**src/rtl/seq_detect_pkg.sv**
```systemverilog
// Shared types and helpers for the programmable serial pattern detector.
package seq_detect_pkg;

   // Controller state: IDLE has no usable configuration, RUN is detecting.
   typedef enum logic {
      IDLE = 1'b0,
      RUN  = 1'b1
   } state_t;

   // Width needed to hold any length value 0..max_len inclusive.
   function automatic int len_w(input int max_len);
      return $clog2(max_len + 1);
   endfunction

endpackage

```
**src/rtl/sat_counter.sv**
```systemverilog
// Saturating up-counter; clear dominates increment.
module sat_counter #(
   parameter int W = 16
) (
   input  logic         clk,
   input  logic         rst,
   input  logic         inc,
   input  logic         clr,
   output logic [W-1:0] cnt
);

   logic [W-1:0] r_cnt;

   // Count up on inc, hold at all-ones, clear wins over a coincident inc.
   always_ff @(posedge clk) begin
      if (rst) begin
         r_cnt <= '0;
      end else if (clr) begin
         r_cnt <= '0;
      end else if (inc && (r_cnt != '1)) begin
         r_cnt <= r_cnt + W'(1);
      end
   end

   assign cnt = r_cnt;

endmodule

```
**src/rtl/seq_detect_prog.sv**
```systemverilog
// Programmable serial pattern detector with overlap/non-overlap modes.
//
//   state | meaning
//   ------+---------------------------------------------------------
//   IDLE  | no valid configuration loaded; serial input ignored
//   RUN   | configuration latched; shifting bits and detecting
//
// History holds MAX_LEN-1 past bits; together with the incoming bit that
// gives a full MAX_LEN window for the compare, and the oldest bit is never
// needed again.
module seq_detect_prog
   import seq_detect_pkg::*;
#(
   parameter  int MAX_LEN = 16,
   parameter  int CNT_W   = 16,
   localparam int LEN_W   = len_w(MAX_LEN)
) (
   input  logic               clk,
   input  logic               rst,
   input  logic               in_valid,
   input  logic               in_bit,
   input  logic               cfg_load,
   input  logic [LEN_W-1:0]   cfg_len,
   input  logic [MAX_LEN-1:0] cfg_pattern,
   input  logic               cfg_overlap,
   input  logic               cnt_clr,
   output logic               match,
   output logic [CNT_W-1:0]   match_cnt,
   output logic               armed,
   output logic               cfg_err
);

   state_t             r_state;
   logic [LEN_W-1:0]   r_len;
   logic [MAX_LEN-1:0] r_pat;
   logic               r_ovl;
   logic [MAX_LEN-2:0] r_hist;
   logic [LEN_W-1:0]   r_fill;
   logic               r_match;
   logic               r_armed;
   logic               r_cfg_err;

   logic               w_accept;
   logic [MAX_LEN-1:0] w_hist_sh;
   logic [LEN_W-1:0]   w_fill_inc;
   logic [MAX_LEN-1:0] w_mask;
   logic               w_hit;

   // Load acceptance, post-shift window, saturating fill and the masked compare.
   always_comb begin
      w_accept   = (cfg_len >= LEN_W'(2)) && (cfg_len <= LEN_W'(MAX_LEN));
      w_hist_sh  = {r_hist, in_bit};
      w_fill_inc = (r_fill < r_len) ? (r_fill + LEN_W'(1)) : r_fill;
      w_mask     = '0;
      for (int i = 0; i < MAX_LEN; i++) begin
         w_mask[i] = (i < int'(r_len));
      end
      w_hit = (r_state == RUN) && in_valid && !cfg_load &&
              (w_fill_inc >= r_len) &&
              (((w_hist_sh ^ r_pat) & w_mask) == '0);
   end

   // Controller FSM: configuration handling, shifting and registered flags.
   always_ff @(posedge clk) begin
      if (rst) begin
         r_state   <= IDLE;
         r_len     <= '0;
         r_pat     <= '0;
         r_ovl     <= 1'b0;
         r_hist    <= '0;
         r_fill    <= '0;
         r_match   <= 1'b0;
         r_armed   <= 1'b0;
         r_cfg_err <= 1'b0;
      end else begin
         r_match   <= 1'b0;
         r_cfg_err <= 1'b0;
         if (cfg_load) begin
            // A load always restarts the window; any in-flight bit is dropped.
            r_hist <= '0;
            r_fill <= '0;
            if (w_accept) begin
               r_state <= RUN;
               r_armed <= 1'b1;
               r_len   <= cfg_len;
               r_pat   <= cfg_pattern;
               r_ovl   <= cfg_overlap;
            end else begin
               r_state   <= IDLE;
               r_armed   <= 1'b0;
               r_cfg_err <= 1'b1;
            end
         end else if ((r_state == RUN) && in_valid) begin
            r_hist  <= w_hist_sh[MAX_LEN-2:0];
            r_match <= w_hit;
            // Non-overlap restarts the fill so no bit is reused by the next hit.
            r_fill  <= (w_hit && !r_ovl) ? '0 : w_fill_inc;
         end
      end
   end

   sat_counter #(
      .W (CNT_W)
   ) u_cnt (
      .clk (clk),
      .rst (rst),
      .inc (w_hit),
      .clr (cnt_clr),
      .cnt (match_cnt)
   );

   assign match   = r_match;
   assign armed   = r_armed;
   assign cfg_err = r_cfg_err;

endmodule

```
**config.mk**
```make
export PLATFORM = sky130hd
export DESIGN_NAME = seq_detect_prog
export DESIGN_NICKNAME = d
export VERILOG_FILES = /design/src/rtl/seq_detect_pkg.sv /design/src/rtl/sat_counter.sv /design/src/rtl/seq_detect_prog.sv
export SDC_FILE = /design/constraint.sdc
export NUM_CORES = 1
export LEC_CHECK = 0
export CAP_MARGIN = 5
export CELL_PAD_IN_SITES_DETAIL_PLACEMENT = 0
export CELL_PAD_IN_SITES_GLOBAL_PLACEMENT = 1
export CORE_MARGIN = 10
export CORE_UTILIZATION = 36
export CTS_BUF_LIST = sky130_fd_sc_hd__clkbuf_4 sky130_fd_sc_hd__clkbuf_8 sky130_fd_sc_hd__clkbuf_16
export CTS_CLUSTER_DIAMETER = 30
export DETAILED_ROUTE_END_ITERATION = 8
export PLACE_DENSITY_LB_ADDON = 0.1
export SYNTH_ARGS = -nofsm -noshare
export SYNTH_HDL_FRONTEND = slang
export SYNTH_HIERARCHICAL = 1
export SYNTH_SLANG_ARGS = --single-unit
```
**constraint.sdc**
```tcl
create_clock -name clk -period 3.83 [get_ports clk]
set_input_delay 0.383 -clock clk [delete_from_list [all_inputs] [get_ports clk]]
set_output_delay 0.383 -clock clk [all_outputs]
set_load 0.02 [all_outputs]
```
# Word-level counts from Yosys, hierarchy flattened
# Cells that the tools add are included.
[classes]
add_sub_neg = 2
order_cmp = 20
n_eq_ne = 1
muxes = 4
n_bitwise = 4
n_reduce_logical = 15
[ops]
columns = ["cell", "n"]
rows = [
  ["$lt A4 B5 Y1 const A", 8],
  ["$lt A3 B5 Y1 const A", 4],
  ["$add A16 B1 Y16 const B", 1],
  ["$and A16 B16 Y16", 1],
  ["$logic_not A16 Y1", 1],
  ["$ne A16 B16 Y1 const B", 1],
  ["$xor A16 B16 Y16", 1],
  ["$lt A1 B5 Y1 const A", 2],
  ["$lt A2 B5 Y1 const A", 2],
  ["$mux W5", 2],
  ["$logic_and A1 B1 Y1", 7],
  ["$reduce_or A2 Y1", 3],
  ["$add A5 B1 Y5 const B", 1],
  ["$ge A5 B2 Y1 const B", 1],
  ["$ge A5 B5 Y1", 1],
  ["$le A5 B5 Y1 const B", 1],
  ["$lt A5 B5 Y1", 1],
  ["$reduce_or A3 Y1", 1],
  ["$logic_not A1 Y1", 2],
  ["$mux W1", 2],
  ["$not A1 Y1", 2],
  ["$reduce_and A2 Y1", 1],
]
[totals]
register_bits = 61
input_bits = 28
output_inout_bits = 19
elab_cells = 55

# Longest topological paths before layout
# Gate-level depths: netlist of run 1.
[depth]
ltp_word = 7
depth_mapped = 19
ltp_nobuf = 17

# Hierarchy
# Netlist of run 1, hierarchy kept.
[by_module_without_submodules]
columns = ["mod", "instances", "cells_each", "area_each_um2", "seq_area_each_um2"]
rows = [
  ["seq_detect_prog", 1, 295, 2313.5, 900.9],
  ["sat_counter", 1, 102, 917.1, 320.3],
]

# Worst setup path after synthesis of run 1
# No wires, ideal clock.
[synth_path]
path_type = "reg-to-reg"
from = "register r_len[2]"
to = "register u_cnt.r_cnt[12], in the netlist u_cnt/cnt[12]"
setup_time_ns = 0.091
arrival_ns = 3.761
required_time_ns = 3.739
slack_ns = -0.022
path_stages_with_launch = 19
path_buffers = 2
cell_sequence = "dfxtp_1 > clkbuf_1 > inv_1 > ha_1 > a21o_1 > a31oi_1 > o21ai_1 > mux2_2 > ha_1 > a211oi_1 > o21bai_1 > a21oi_1 > or3_1 > nor2_1 > and4_4 > and3_1 > buf_4 > a31oi_1 > a311oi_1"
[synth_between]
elab_chain_cells = 6
word_cells_on_any_way = 24
[synth_lines]
columns = ["item", "line_no", "source"]
rows = [
  ["start, declared", "seq_detect_prog.sv:34", "logic [LEN_W-1:0] r_len;"],
  ["start signal, assigned", "seq_detect_prog.sv:85", "r_len <= cfg_len;"],
  ["$lt A5 B5 Y1", "seq_detect_prog.sv:53", "w_fill_inc = (r_fill < r_len) ? (r_fill + LEN_W'(1)) : r_fill;"],
  ["$mux W5", "seq_detect_prog.sv:53", ""],
  ["$ge A5 B5 Y1", "seq_detect_prog.sv:59", "(w_fill_inc >= r_len) &&"],
  ["$logic_and A1 B1 Y1", "seq_detect_prog.sv:58", "w_hit = (r_state == RUN) && in_valid && !cfg_load &&"],
  ["$logic_and A1 B1 Y1 *", "seq_detect_prog.sv:59", ""],
  ["net w_hit", "seq_detect_prog.sv:47", "logic w_hit;"],
  ["$logic_and A1 B1 Y1 *", "sat_counter.sv:20", "end else if (inc && (r_cnt != '1)) begin"],
  ["end signal, assigned", "sat_counter.sv:21", "r_cnt <= r_cnt + W'(1);"],
  ["end, declared", "sat_counter.sv:12", "logic [W-1:0] r_cnt;"],
]
# Mark *: on every way through the listed nets, which the timed path passes. The rest lies on a longest branch.
# A chain may end at the register's enable or synchronous reset.

# Worst setup path in the final report of run 1
# Ends and elaborated chain as after synthesis.

==> impl_metrics.json, run 1 <==
{
  "skew_ps": 11.59,
  "fill_cells": 875,
  "io_buffers": 46,
  "critPathMaxStageDelay_ps": 410,
  "start_util_pct": 37.04,
  "finalCritPeriodShare_pct": 94.69,
  "n_antenna_cell": 0,
  "grt_first_pass_wirelength_um": 13390,
  "final_cell_area_sq_um": 4065,
  "vias": 2866,
  "routed_via_density": 5.136,
  "power.share.clock_pct": 42.7,
  "coreArea_sq_um": 8721,
  "p_per_area_nw_per_um2": 345.9,
  "wl_um": 8280,
  "p_leak_nw": 1.427,
  "ir_drop_uv": 188.2,
  "drtPass1Iterations": 4,
  "grt_max_degree": 34,
  "cts_tree": "yes",
  "hold_viol_final": 0,
  "fp.dieH_um": 114.7,
  "slew_headroom_pct": 45.76,
  "synth_cells": 397,
  "setup_viol": 0,
  "async_reset_ff_share_pct": 0,
  "synth_top_cell_area_share_pct": 37.80,
  "slew_viol_final": 0,
  "swShare_pct": 25.12,
  "clockBufferDepth": 2,
  "ctsHoldBuffers": 0,
  "grt_pass1_vias": 2767,
  "synth_edf_count": 0,
  "overflow": 0,
  "max_freq_mhz": 275.8,
  "comb_power_share_pct": 10.7,
  "ys_dominant_reg_cell": "dfxtp_1",
  "internal-power_mw": 1.053,
  "ys_seq_area_share_pct": 37.80,
  "cts_root_buffer": "clkbuf_8",
  "dr.first_iter.drc_count": 85,
  "areaGrowthSynthToFinish_pct": 25.83,
  "yosysUniqueCellTypes": 65,
  "cp-end-kind": "flop",
  "gp_congestion": 0.8302,
  "cp.arrival_ps": 3870,
  "critPathKind": "flop to flop",
  "fin_setup_tns_ps": 0,
  "io-pin-count": 47,
  "wire_per_inst_um": 14.84,
  "worst_path_max_delay_cell": "or3_4",
  "h-tree-depth": 3,
  "syn_nets": 436,
  "cp_max_fo": 6,
  "worst-path-buf-inv": 1,
  "cts_buffers": 9,
  "hp-class": "flop to flop",
  "cp-start-kind": "flop",
  "yosys_warnings": 6,
  "syn_avg_cell_area_sq_um": 8.138,
  "final_nets": 484,
  "placed_area_sq_um": 3805,
  "synth_top_area_cell": "dfxtp_1",
  "crit_family": "compound AO/OA/AOI/OAI gates",
  "path_clk_slew_ps": 70,
  "status": "finished clean",
  "final_common_cell": "nand2_1",
  "clk_latency_ps": 340,
  "worstMarginPinSlew_ps": 811.6,
  "die-area_sq_um": 13160,
  "cp.required_ps": 4070,
  "cp_cell_sequence": "inv_1 > ha_1 > a21o_1 > a31oi_2 > o21ai_2 > mux2_2 > ha_1 > a211oi_1 > o21bai_1 > a21oi_1 > or3_4 > nor2_4 > and4_4 > and3_2 > a31oi_1 > a311oi_1",
  "placementRows": 34,
  "period_needed_ps": 3626,
  "ys_top_cells_by_area": "dfxtp_1 38%, nand2_1 11%, a21oi_1 8.5%",
  "grtUsageTotal_pct": 12.44,
  "cts.sinks": 61,
  "die_w_um": 114.7,
  "cp_common_cell": "ha_1",
  "synth_seq_cells": 61,
  "antenna_left": 0,
  "netlist_area_sq_um": 3231,
  "drive_gt1_share_pct": 12.89,
  "hpwl_um": 6164,
  "antenna_found_initial": 0,
  "most-common-layout-cells": "97 x nand2_1, 61 x dfxtp_1, 55 x a21oi_1, 46 x clkdlybuf4s50_1, 13 x buf_4",
  "drc": 0,
  "p_sw_uw": 353.2,
  "cap_viol_max_count": 0,
  "seqPwrFrac_pct": 46.6
}
==> final timing paths <==
check,start,end,depth (start not counted),slack [ps]
worst max register to register,r_len[2],u_cnt/cnt[12],16,200
worst min-delay path,r_pat[7],r_pat[7],2,470
worst min register to register,r_pat[7],r_pat[7],2,470
worst max-delay path,r_len[2],u_cnt/cnt[12],16,200
==> kinds of logic after synthesis <==
family                     share of synthesized area [%]
AOI/OAI and AO/OA                                  19.40
muxes                                              2.208
and+or+nand+nor                                    27.03
DFF                                                37.80
buffers and inverters                              4.144
adders and majority gates                          4.260
xor gates and xnor gates                           5.151
==> routing by layer <==
layer  global-route usage (%)  part of all wire (%)  vias to the layer above
li1                         -                     -                     1498
met1                    16.27                    50                     1310
met2                    19.55                    44                       50
met3                    3.542                   4.3                        8
met4                    3.548                  0.92                        0
met5                        0                     0                        -
==> cell usage after synthesis, types with 3 or more instances <==
cell and count:
a211oi_1 5, a21oi_1 55, a31oi_1 5, and2_1 5, and3_1 4, buf_6 3
clkbuf_1 15, dfxtp_1 61, ha_1 11, inv_1 5, mux2i_1 6, nand2_1 97
nand2b_1 3, nand3_1 11, nand4_1 6, nor2_1 7, nor3_1 5, o21ai_0 9
o21ai_1 6, o22ai_1 4, or3_1 5, or3_2 3, xnor2_1 8, xor2_1 11
==> area by class of cell <==
cell class | count | area (sq um) | share of cell area, %
Multi-Input combinational cell | 309 | 1922 | 47.28
Sequential cell | 61 | 1221 | 30.04
Timing Repair Buffer | 59 | 558.0 | 13.73
Clock buffer | 11 | 151.4 | 3.724
Tap cell | 108 | 135.1 | 3.324
Clock inverter | 5 | 58.81 | 1.447
Inverter | 5 | 18.77 | 0.4617
==> power by group through the flow <==
stage | clock [mW] | combinational (mW) | sequential, mW
6_report | 0.600 | 0.151 | 0.656
5_1_grt | 0.642 | 0.166 | 0.657
4_1_cts | 0.614 | 0.146 | 0.656
3_5_place_dp | 0 | 0.145 | 0.671
3_3_place_gp | 0 | 0.144 | 0.670
2_1_floorplan | 0 | 0.0815 | 0.670
==> stage by stage <==
step / std cells / setup slack (ps) / power, mW / util (%) / hold slack, ps
final: 558 / 203.5 / 1.406 / 46.61 / 472.6
after global routing: 558 / -30.62 / 1.465 / 46.61 / 491.7
after CTS: 557 / 24.12 / 1.416 / 46.07 / 469.1
after detailed placement: 541 / -8.440 / 0.8156 / 43.63 / 461.5
after global placement: 541 / 102.4 / 0.8143 / 43.63 / 460.9
after floorplan: 397 / 10.17 / 0.7514 / - / 447.8
==> flip-flops by register name (all words and copies together), names as in the netlist <==
name,cells
r_pat,16
u_cnt/cnt,16
r_hist,15
r_fill,5
r_len,5
armed,1
cfg_err,1
match,1
r_ovl,1
==> worst reg2reg max path: stages, from the launching register on <==
cell      delay, ps
dfxtp_1         330
inv_1            60
ha_1            310
a21o_1          130
a31oi_2          50
o21ai_2         250
mux2_2          380
ha_1            270
a211oi_1         70
o21bai_1        150
a21oi_1         100
or3_4           410
nor2_4          160
and4_4          270
and3_2          260
a31oi_1         100
a311oi_1        250
==> what timing repair did <==
item	4_1_cts	5_1_grt
pin swaps	0	3
resized for setup	1	9
buffers inserted	0	1
gates cloned	0	0
setup endpoints to repair	4	9
Power figures use the tool's default switching activity.
==> run 2, diff against run 1 <==
--- a/config.mk
+++ b/config.mk
@@ -14,6 +14,7 @@
 export CTS_CLUSTER_DIAMETER = 30
 export DETAILED_ROUTE_END_ITERATION = 8
 export PLACE_DENSITY_LB_ADDON = 0.1
+export SKIP_CTS_REPAIR_TIMING = 1
 export SYNTH_ARGS = -nofsm -noshare
 export SYNTH_HDL_FRONTEND = slang
 export SYNTH_HIERARCHICAL = 1
==> results of run 2 <==
No change in the layout: final DEF, timing and power equal those of run 1.
==> run 3, diff against run 2 <==
--- a/config.mk
+++ b/config.mk
@@ -6,10 +6,10 @@
 export NUM_CORES = 1
 export LEC_CHECK = 0
 export CAP_MARGIN = 5
-export CELL_PAD_IN_SITES_DETAIL_PLACEMENT = 0
-export CELL_PAD_IN_SITES_GLOBAL_PLACEMENT = 1
+export CELL_PAD_IN_SITES_DETAIL_PLACEMENT = 2
+export CELL_PAD_IN_SITES_GLOBAL_PLACEMENT = 2
 export CORE_MARGIN = 10
-export CORE_UTILIZATION = 36
+export CORE_UTILIZATION = 29
 export CTS_BUF_LIST = sky130_fd_sc_hd__clkbuf_4 sky130_fd_sc_hd__clkbuf_8 sky130_fd_sc_hd__clkbuf_16
 export CTS_CLUSTER_DIAMETER = 30
 export DETAILED_ROUTE_END_ITERATION = 8
==> run 3 against run 2 <==
Net effect:
- via count up 6.5%
- count of clock-buffer cells in the layout down 2
- sequential share of layout area down 1.0 points
- clock power up 22%
- total power up 10%
- non-clock buffer count up 3
- largest cell class unchanged
- wire length up 26%
- final cell count up 6.3%
- register-to-register slack better by 50 ps
- sequential cell count unchanged
- largest power group is now clock
- highest routed layer unchanged
- fmax up 1.3%
==> impl_metrics.json, run 3 (synthesis gave the netlist of run 1 again) <==
{
  "cts.sinks": 61,
  "worstMarginPinSlew_ps": 833.1,
  "ir_drop_uv": 139.6,
  "clockBufferDepth": 2,
  "die_w_um": 125.5,
  "final_nets": 487,
  "max_freq_mhz": 279.2,
  "wl_um": 10470,
  "post-place-ws_ps": -124.0,
  "cp-start-kind": "flop",
  "status": "finished clean",
  "cp.required_ps": 4120,
  "fin_total_pwr_mw": 1.550,
  "io-pin-count": 47,
  "antenna_left": 0,
  "setup_viol": 0,
  "hp-class": "flop to flop",
  "skew_ps": 7.691,
  "most-common-layout-cells": "97 x nand2_1, 60 x dfxtp_1, 52 x a21oi_1, 46 x clkdlybuf4s50_1, 16 x buf_4",
  "grtUsageTotal_pct": 13.07,
  "critPathKind": "flop to flop",
  "hold_viol_final": 0,
  "start_util_pct": 29.67,
  "h-tree-depth": 3,
  "finalCritPeriodShare_pct": 93.50,
  "areaGrowthSynthToFinish_pct": 30.44,
  "drtPass1Iterations": 4,
  "finalWorstSetupSlack_ps": 248.9,
  "p_leak_nw": 1.460,
  "final_core_util_pct": 38.70,
  "placementRows": 38,
  "cp-end-kind": "flop",
  "clk_latency_ps": 350,
  "cts_buffers": 9,
  "overflow": 0,
  "io_buffers": 46,
  "antenna_found_initial": 0,
  "drive_gt1_share_pct": 14.35,
  "final_common_cell": "nand2_1",
  "cp.arrival_ps": 3870,
  "cts_tree": "yes",
  "fin_cells": 593,
  "vias": 3052,
  "drc": 0,
  "cap_viol_max_count": 0,
  "grt_pass1_vias": 3307,
  "coreArea_sq_um": 10890,
  "period_needed_ps": 3581,
  "path_clk_slew_ps": 80,
  "routed_via_density": 5.147,
  "cp_max_fo": 5,
  "p_per_area_nw_per_um2": 367.7,
  "slew_headroom_pct": 44.32,
  "grt_first_pass_wirelength_um": 17130,
  "fill_cells": 1236,
  "wire_per_inst_um": 17.66,
  "dr.first_iter.drc_count": 132,
  "n_antenna_cell": 0,
  "gp_congestion": 0.7819,
  "placed_cells": 574,
  "fin_setup_tns_ps": 0,
  "cts_root_buffer": "clkbuf_8",
  "hpwl_um": 7695,
  "grt_max_degree": 34,
  "slew_viol_final": 0,
  "die-area_sq_um": 15760,
  "fp.dieH_um": 125.5
}
[run 3: cell count changes in the layout (fill, tap and decap cells not counted), sizes merged]
cell,delta
buf,+3
bufinv,+2
clkbuf,-2
clkinv,-1
inv,+1
[run 3: area by class of cell]
cell class                      instances  area, sq um  share of cell area [%]
Clock inverter                          7        122.6                   2.910
Sequential cell                        61         1222                   29.01
Multi-Input combinational cell        309         1971                   46.76
Clock buffer                            9        123.9                   2.939
Tap cell                              140        175.2                   4.157
Inverter                                5        18.77                  0.4454
Timing Repair Buffer                   62        580.6                   13.78
[run 3: per-layer routing]
metal | part of all wire [%] | vias up | GRT usage, % | wire (um)
met5 | 0 | - | 0 | 0
met4 | 1.4 | 0 | 4.675 | 146
met3 | 3.1 | 12 | 2.324 | 328
met2 | 46 | 48 | 21.85 | 4858
met1 | 49 | 1488 | 16.37 | 5138
li1 | - | 1504 | - | -
[run 3: per-stage QoR]
| step | hold slack (ps) | instance area [sq um] |
|---|---|---|
| floorplan | 447.8 | 3234 |
| global placement | 461.1 | 3852 |
| detailed placement | 465.5 | 3852 |
| CTS | 479.0 | 4099 |
| global route | 502.1 | 4214 |
| finish | 474.3 | 4214 |
[run 3: critical path: stages, from the launching register on]
cell and delay [ps]:
dfxtp_1 370, inv_1 80, ha_1 330, nand2_1 130, o21ai_4 220, mux2_2 370, ha_1 270, a211oi_1 60
o21bai_1 180, a21oi_2 90, or3_4 410, nor2_4 130, and4_4 270, nand3_1 120, or3_1 350, a21oi_2 140
[run 3: worst paths after layout]
path	start	end	slack (ps)	cells after the start
worst min register to register	r_pat[7]	r_pat[7]	470	2
worst max-delay path	r_len[4]	u_cnt/cnt[10]	250	15
worst min-delay path	r_pat[7]	r_pat[7]	470	2
worst max register to register	r_len[4]	u_cnt/cnt[10]	250	15
[run 3: power by group]
group          internal, mW  leakage (nW)  switching [mW]  total (mW)
combinational        0.0739         0.850          0.0876       0.162
sequential            0.646         0.494          0.0101       0.656
clock                 0.435         0.116           0.296       0.732
total                  1.16          1.46           0.394        1.55
==> edit, RTL diff (flow settings as in run 1) <==
Make the reset (`rst`) asynchronous in 2 clocked blocks.
--- a/src/rtl/sat_counter.sv
+++ b/src/rtl/sat_counter.sv
@@ -13,5 +13,5 @@
 
    // Count up on inc, hold at all-ones, clear wins over a coincident inc.
-   always_ff @(posedge clk) begin
+   always_ff @(posedge clk or posedge rst) begin
       if (rst) begin
          r_cnt <= '0;
--- a/src/rtl/seq_detect_prog.sv
+++ b/src/rtl/seq_detect_prog.sv
@@ -62,5 +62,5 @@
 
    // Controller FSM: configuration handling, shifting and registered flags.
-   always_ff @(posedge clk) begin
+   always_ff @(posedge clk or posedge rst) begin
       if (rst) begin
          r_state   <= IDLE;
Function: differs if rst is asserted again (counterexample within 4 cycles, from zero or initial values and one cycle with rst high); with rst held inactive, the same outputs for 10 cycles.
==> edit against run 1 <==
Final area is 7.0% higher. Clock skew increased by 3.5 ps. Critical endpoint is now u_cnt/cnt[13]$_DFFE_PP0P_. Sequential cell count unchanged. Final cell count down 11%. Wire length down 0.48%. Setup slack worse by 110 ps. Synthesized area up 2.7%.
Power is not compared: it rests on default switching activity, and its combinational part moved more than twofold at a synthesized area within 25%.
==> edit: results <==
group,metric,value,unit
status,status,"finished, final reports clean",
clock_tree,cts_buffers,9,
routing,drtIter0Drc,125,
place,dp.cells,474,
synth,yosys-top-cells-count,"61 x dfrtp_1, 24 x mux2_2, 21 x a21oi_1, 17 x a22o_1, 17 x xnor2_1",
clock_tree,cts-root-buf,"clkbuf_8",
synth,synthDistinctLibCells,48,
layout,finalNonFillerCells,495,
place,place_area,4020,sq um
grt,grt_max_degree,46,
pwr,p_leak,1.80,nW
layout,fin_nets,421,
timing,maxSlewHeadroom,30.4,%
critical_path,critPathSlowestCell,"or4_4",
place,dp_slack,-141,ps
grt,grt_pass1_vias,2613,
synth,ys_seq_area_share,46.0,%
clock_tree,clk_pin_slew_worst_paths,80,ps
place,place.gp.congestion,0.790,
hold_path,hold_path_class,"in2async",
layout,fill_cells,827,
pwr,sw_frac_of_total,28.1,%
place,io_buffers,46,
grt,grt_pass1_wl,13.5,mm
place,hpwl,5.93,mm
critical_path,max_stage_delay,460,ps
synth,syn_nets,352,
grt,grt_usage,12.7,%
timing,final.setup_skew,15.0,ps
synth,yosysWarnings,6,
critical_path,crit_fanout,6,
clock_tree,ctsLongestPathBuffers,2,
clock_tree,htreeDepth,3,
synth,async_flop_share,100,%
synth,synth.avg_cell_area,10.6,sq um
layout,antenna-diode-count,0,
routing,first_pass_iters,4,
critical_path,arrival,3980,ps
grt,antenna_found_initial,0,
routing,viasPerCell,5.42,
pwr,vdd_drop_max,0.000186,V
clock_tree,insertion_delay,340,ps
layout,layout-drive-gt1-share,26.1,%
routing,routedWlPerCell,16.6,microns
synth,synth_area_leaders,"dfrtp_1 46%, mux2_2 8.1%, a22o_1 4.5%",
[edit: cell types whose count changed in the layout (fill, tap and decap cells not counted), moves of 6 or more]
cell / before / now
a21oi_1: 55 / 17
xor2_1: 11 / 3
dfrtp_1: 0 / 61
o31ai_1: 0 / 7
a22o_1: 0 / 17
nor3_1: 5 / 11
nor2_1: 5 / 14
buf_4: 13 / 23
mux2_2: 1 / 24
nor4_1: 1 / 8
xnor2_1: 8 / 16
dfxtp_1: 61 / 0
nand2_1: 97 / 13
[edit: layout make-up]
cell class | count | area [sq um] | share of cell area [%]
Clock buffer | 12 | 153 | 3.51
Tap cell | 108 | 135 | 3.11
Sequential cell | 61 | 1530 | 35.1
Clock inverter | 4 | 47.5 | 1.09
Inverter | 11 | 41.3 | 0.949
Timing Repair Buffer | 71 | 656 | 15.1
Multi-Input combinational cell | 228 | 1790 | 41.2
[edit: worst paths after layout]
path,cells after the start,from,slack [ps],to
setup / recovery,18,r_len[1]$_DFFE_PP0P_,90,u_cnt/cnt[13]$_DFFE_PP0P_
hold / removal,2,rst,500,u_cnt/cnt[3]$_DFFE_PP0P_
setup reg to reg,18,r_len[1]$_DFFE_PP0P_,90,u_cnt/cnt[13]$_DFFE_PP0P_
hold reg to reg,1,r_ovl$_DFFE_PP0P_,520,r_ovl$_DFFE_PP0P_
max in group asynchronous,2,rst,2620,r_fill[2]$_DFFE_PP0P_
min in group clk,1,r_ovl$_DFFE_PP0P_,520,r_ovl$_DFFE_PP0P_
[edit: logic make-up (layout without fill, tap and decap cells)]
kind of cell               Yosys count  after routing  share of synthesized area, %
AOI/OAI and AO/OA                   75             75                          15.3
xor gates and xnor gates            21             21                          5.77
adders and majority gates           11             11                          4.15
buffers and inverters               24             98                          3.69
DFF                                 61             61                          46.0
muxes                               25             25                          8.44
and+or+nand+nor                     96             96                          16.7
[edit: timing repair]
action,in CTS,in global routing
endpoints found under the setup margin,4,8
hold endpoints to repair,0,0
pin swaps,4,5
setup buffers,1,4
resized for setup,2,16
[edit: worst max-delay path, delay by kind of cell, from the launching register on]
| family | cells | cell delay (ps) |
|---|---|---|
| simple gates | 8 | 1780 |
| flops | 1 | 390 |
| compound gates | 6 | 780 |
| fa+ha+maj | 2 | 440 |
| buf+inv | 2 | 250 |
[edit: layer usage]
layer	vias to the layer above	GRT usage, %	wire, microns
met3	2	2.53	340
met1	1326	16.7	3930
li1	1308	-	-
met5	-	0	0
met4	0	4.75	37
met2	47	20.1	3930
[edit: power by group through the flow]
stage          Clock, mW  Sequential (mW)  Combinational [mW]
5_1_grt            0.638            0.726               0.410
2_1_floorplan          0            0.730               0.230
6_report           0.589            0.720               0.371
3_5_place_dp           0            0.733               0.344
3_3_place_gp           0            0.732               0.342
4_1_cts            0.611            0.721               0.349
